$ cat src/rtl/disp_char.sv
// Seven-segment glyph pixel generator for one 32x32 text-overlay cell.
// Decodes the glyph into a segment mask, tests the pixel against each
// segment rectangle and registers the result with one cycle of latency.
module disp_char (
   input  logic       clk,
   input  logic       rst,
   input  logic [4:0] char_sel,
   input  logic [5:0] char_row,
   input  logic [5:0] char_col,
   output logic       out
);

   localparam int unsigned SEG_W = 7;

   // Segment rectangles (inclusive bounds), segments ordered a..g
   localparam logic [5:0] A_R0 = 6'd2;
   localparam logic [5:0] A_R1 = 6'd5;
   localparam logic [5:0] A_C0 = 6'd6;
   localparam logic [5:0] A_C1 = 6'd25;

   localparam logic [5:0] B_R0 = 6'd2;
   localparam logic [5:0] B_R1 = 6'd15;
   localparam logic [5:0] B_C0 = 6'd22;
   localparam logic [5:0] B_C1 = 6'd25;

   localparam logic [5:0] C_R0 = 6'd16;
   localparam logic [5:0] C_R1 = 6'd29;
   localparam logic [5:0] C_C0 = 6'd22;
   localparam logic [5:0] C_C1 = 6'd25;

   localparam logic [5:0] D_R0 = 6'd26;
   localparam logic [5:0] D_R1 = 6'd29;
   localparam logic [5:0] D_C0 = 6'd6;
   localparam logic [5:0] D_C1 = 6'd25;

   localparam logic [5:0] E_R0 = 6'd16;
   localparam logic [5:0] E_R1 = 6'd29;
   localparam logic [5:0] E_C0 = 6'd6;
   localparam logic [5:0] E_C1 = 6'd9;

   localparam logic [5:0] F_R0 = 6'd2;
   localparam logic [5:0] F_R1 = 6'd15;
   localparam logic [5:0] F_C0 = 6'd6;
   localparam logic [5:0] F_C1 = 6'd9;

   localparam logic [5:0] G_R0 = 6'd14;
   localparam logic [5:0] G_R1 = 6'd17;
   localparam logic [5:0] G_C0 = 6'd6;
   localparam logic [5:0] G_C1 = 6'd25;

   logic [SEG_W-1:0] seg_mask;   // lit segments, bit order g f e d c b a
   logic [SEG_W-1:0] seg_hit;    // pixel lies inside segment rectangle
   logic             outside;    // pixel beyond the 32x32 cell
   logic             out_d;
   logic             out_q;

   // Inclusive rectangle membership test
   function automatic logic in_box(
      input logic [5:0] r,
      input logic [5:0] c,
      input logic [5:0] r0,
      input logic [5:0] r1,
      input logic [5:0] c0,
      input logic [5:0] c1
   );
      return (r >= r0) && (r <= r1) && (c >= c0) && (c <= c1);
   endfunction

   // Glyph code to segment mask
   always_comb begin
      seg_mask = 7'b000_0000;
      case (char_sel)
         5'd0:    seg_mask = 7'b011_1111;
         5'd1:    seg_mask = 7'b000_0110;
         5'd2:    seg_mask = 7'b101_1011;
         5'd3:    seg_mask = 7'b100_1111;
         5'd4:    seg_mask = 7'b110_0110;
         5'd5:    seg_mask = 7'b110_1101;
         5'd6:    seg_mask = 7'b111_1101;
         5'd7:    seg_mask = 7'b000_0111;
         5'd8:    seg_mask = 7'b111_1111;
         5'd9:    seg_mask = 7'b110_1111;
         5'd10:   seg_mask = 7'b111_0111;
         5'd11:   seg_mask = 7'b111_1100;
         5'd12:   seg_mask = 7'b011_1001;
         5'd13:   seg_mask = 7'b101_1110;
         5'd14:   seg_mask = 7'b111_1001;
         5'd15:   seg_mask = 7'b111_0001;
         5'd16:   seg_mask = 7'b100_0000;
         default: seg_mask = 7'b000_0000;
      endcase
   end

   // Pixel position against every segment rectangle, then combine with mask
   always_comb begin
      seg_hit    = 7'b000_0000;
      seg_hit[0] = in_box(char_row, char_col, A_R0, A_R1, A_C0, A_C1);
      seg_hit[1] = in_box(char_row, char_col, B_R0, B_R1, B_C0, B_C1);
      seg_hit[2] = in_box(char_row, char_col, C_R0, C_R1, C_C0, C_C1);
      seg_hit[3] = in_box(char_row, char_col, D_R0, D_R1, D_C0, D_C1);
      seg_hit[4] = in_box(char_row, char_col, E_R0, E_R1, E_C0, E_C1);
      seg_hit[5] = in_box(char_row, char_col, F_R0, F_R1, F_C0, F_C1);
      seg_hit[6] = in_box(char_row, char_col, G_R0, G_R1, G_C0, G_C1);
      // Rows/cols 32-63 have bit 5 set; rectangles already exclude them,
      // the explicit gate keeps the intent obvious.
      outside    = char_row[5] | char_col[5];
      out_d      = ~outside & (|(seg_mask & seg_hit));
   end

   // Output pixel register
   always_ff @(posedge clk or posedge rst) begin
      if (rst) begin
         out_q <= 1'b0;
      end else begin
         out_q <= out_d;
      end
   end

   assign out = out_q;

endmodule

$ cat config.mk
export PLATFORM = sky130hd
export DESIGN_NAME = disp_char
export DESIGN_NICKNAME = d
export VERILOG_FILES = /design/src/rtl/disp_char.sv
export SDC_FILE = /design/constraint.sdc
export NUM_CORES = 1
export LEC_CHECK = 0
export CAP_MARGIN = 20
export CORE_MARGIN = 2
export CORE_UTILIZATION = 32
export DETAILED_ROUTE_END_ITERATION = 16
export PLACE_DENSITY = 0.69
export SYNTH_ARGS = -nofsm -noshare
export SYNTH_HDL_FRONTEND = slang
export SYNTH_SLANG_ARGS = --single-unit
$ cat constraint.sdc
create_clock -name clk -period 0.8 [get_ports clk]
set_input_delay 0.2 -clock clk [delete_from_list [all_inputs] [get_ports clk]]
set_output_delay 0.2 -clock clk [all_outputs]
set_load 0.01 [all_outputs]
==> results.tsv <==
stage	metric	value	unit
run_status	run status	finished with violations	
run_status	failing checks	negative setup slack	
power	P_int	301	uW
synthesis	Synth top area share	15.3	%
clocking	Hold-fix buffers, CTS	0	
setup_path	Worst setup SP type	primary input	
floorplanning	initial core utilization	33.2	%
power	Gate power share	88.9	%
sta	fin crit share	242	%
setup_path	critical path's slowest cell	mux4_2	
global_route	GR Layer Usage met2	32.5	%
setup_path	crit-path cells	buf_8, inv_12, ha_4, inv_2, mux4_2, or3_4, a2111oi_4, or3_1	
route	routed len/inst	13.3	um
sta	worst slew pin tran	0.317	ns
floorplanning	Die Area	0.00186	mm2
sta	fmax	0.517	GHz
sta	Final Critical Period	1.93	ns
run	max_cap viols	0	
place	port bufs	17	
clocking	clock-pin transition on the worst setup and hold timing paths	0	ns
power	Pwr Density	524	mW/mm2
route	DRC	0	
floorplanning	CORE AREA	0.00147	mm2
cells_and_area	post-route core utilization	63.8	%
global_route	GR Overflow Total	0	
cells_and_area	area delta synth->final	91.8	%
setup_path	CP Class	in -> reg	
sta	final worst setup slack	-1.13	ns
power	Switching Share	38.7	%
synthesis	synth top area cells	ha_1 (15%), a21oi_1 (5.1%), dfrtp_1 (5.1%)	
power	P_leak	0.000381	uW
global_route	largest net degree at the start of global routing	12	
power	Psw	191	uW
sta	RSZ-0062 raised after global routing	true	
synthesis	Cells after Synth	66	
cells_and_area	final net count	131	
power	clock power share	0	%
global_route	total global routing track utilization	18.0	%
setup_path	Worst Path Buf+Inv	3	
cells_and_area	fraction of layout cells with a size suffix above 1	39.4	%
route	Starting DRT DRC Count	13	
setup_path	worst path arrival time	1.87	ns
power	maximum vdd drop	0.000270	V
setup_path	critical path depth in cells	8	
synthesis	Syn Nets	91	
place	# placed instances	120	
synthesis	synthesized area	489	um2
global_route	initial antenna violation count	0	
floorplanning	Die W	43.1	um
route	Via density	5.38	
sta	final-report setup violation count	1	
sta	Slew headroom	78.9	%
setup_path	crit end category	flip-flop	
floorplanning	IO Pins	20	
route	Detailed Routing Iterations Pass 1	4	
global_route	met3 GRT Util	0	%
global_route	M1 GR Usage	24.5	%
global_route	first-pass GRT wire length	2.66	mm
floorplanning	num rows	14	
global_route	vias in the first global route	624	
synthesis	yosys warns	0	
worst_hold_path	Hold Crit Class	in -> async	
synthesis	sequential share of the synthesized area	5.12	%
route	Via Count	645	
setup_path	critical-path maximum fanout	4	
cells_and_area	Final Instance Count excl. Fillers	120	
place	DPL Wire Length	1.24	mm
route	Detail Route Antenna Nets	0	
sta	final hold vios	0	
cells_and_area	Largest register FFs	1	
power	sequential share of power	11.1	%
setup_path	Worst EP required	0.73	ns
synthesis	Mean Syn Cell Area	7.41	um2
setup_path	Top delay family on crit path	simple AND/OR/NAND/NOR gates	
synthesis	register bit total from synthesis	1	
route	final wirelength	1.60	mm
sta	fin. max-slew vios	0	
floorplanning	Die H	43.1	um
synthesis	Yosys cell types	37	
place	RD Place Congestion	0.943	
cells_and_area	# diodes	0	
synthesis	largest area contributor in the netlist	ha_1	
setup_path	CP max stage delay	0.45	ns
global_route	gr busiest metal	met2	
final cells by class:
type	instances	area [um2]
fillers	128	533
multi-input cells	58	509
repair buffers	40	348
inverters	5	36.3
flip-flops and latches	1	25.0
well taps	16	20.0
layout by cell type (no fill, tap or decap), types with 2 or more instances in the layout:
master           instances
buf_4                   23
a21oi_1                  5
nand2b_1                 2
nor2_1                   4
a21o_1                   3
clkdlybuf4s50_1         13
inv_1                    2
nand2_1                  3
a211oi_1                 2
nand3_1                  3
nor3_1                   2
ha_1                     3
ha_2                     2
repair_timing:
item,in CTS,in global routing
resized for setup,15,14
setup buffers,1,0
endpoints found under the setup margin,2,1
pin swaps,4,3
layer usage:
metal | wire length [um] | vias to the layer above
met2 | 842 | 14
met3 | 37 | 2
li1 | - | 337
met5 | 0 | -
met1 | 700 | 292
met4 | 18 | 0
stage by stage:
| stage | TNS [ns] | hold slack [ns] | power [uW] | instance area (um2) | worst slack [ns] |
|---|---|---|---|---|---|
| global placement | -1.91 | 0.347 | 447 | 873 | -1.67 |
| global route | -1.20 | 0.355 | 530 | 938 | -1.20 |
| CTS | -1.23 | 0.344 | 458 | 890 | -1.23 |
| finish | -1.13 | 0.342 | 492 | 938 | -1.13 |
| detailed placement | -1.96 | 0.345 | 449 | 873 | -1.73 |
| floorplan | -0.970 | -0.0713 | 210 | 519 | -0.970 |
power by group through the flow:
stage	clock network, uW	registers [uW]	logic, uW
final	0	54.6	437
after global routing	0	54.9	475
after CTS	0	54.7	403
after detailed placement	0	54.7	394
after global placement	0	54.8	392
after floorplan	0	56.1	154
Yosys cell counts (all sizes together):
cell,number
ha,6
a21oi,5
inv,5
nor2,4
a21o,3
nand2,3
nand3,3
a2111oi,2
a211oi,2
a22oi,2
mux2,2
nand2b,2
nor2b,2
nor3,2
or3,2
a221oi,1
a31oi,1
a32o,1
a41oi,1
and2b,1
buf,1
clkbuf,1
dfrtp,1
mux4,1
nand3b,1
nand4,1
nor3b,1
nor4,1
o21ai,1
o22ai,1
o311ai,1
o31ai,1
o32a,1
or2,1
or3b,1
xor2,1
worst max path at each step:
stage | from | end | slack (ns)
after floorplan | char_sel[0] | out$_DFF_PP0_ | -0.97
after global placement | char_sel[0] | out$_DFF_PP0_ | -1.67
after detailed placement | char_sel[0] | out$_DFF_PP0_ | -1.73
after CTS | char_sel[0] | out$_DFF_PP0_ | -1.23
after global routing | char_sel[0] | out$_DFF_PP0_ | -1.20
final | char_sel[0] | out$_DFF_PP0_ | -1.13
kinds of logic after synthesis:
family          count (synthesis)  synth area share (%)
compound gates                 23                  34.0
xor+xnor                        1                  1.79
fa+ha+maj                       6                  15.3
buf+inv                         7                  5.63
flops                           1                  5.11
mux                             3                  9.21
simple gates                   25                  28.9
Note: power is estimated with default switching activity, not from simulation.
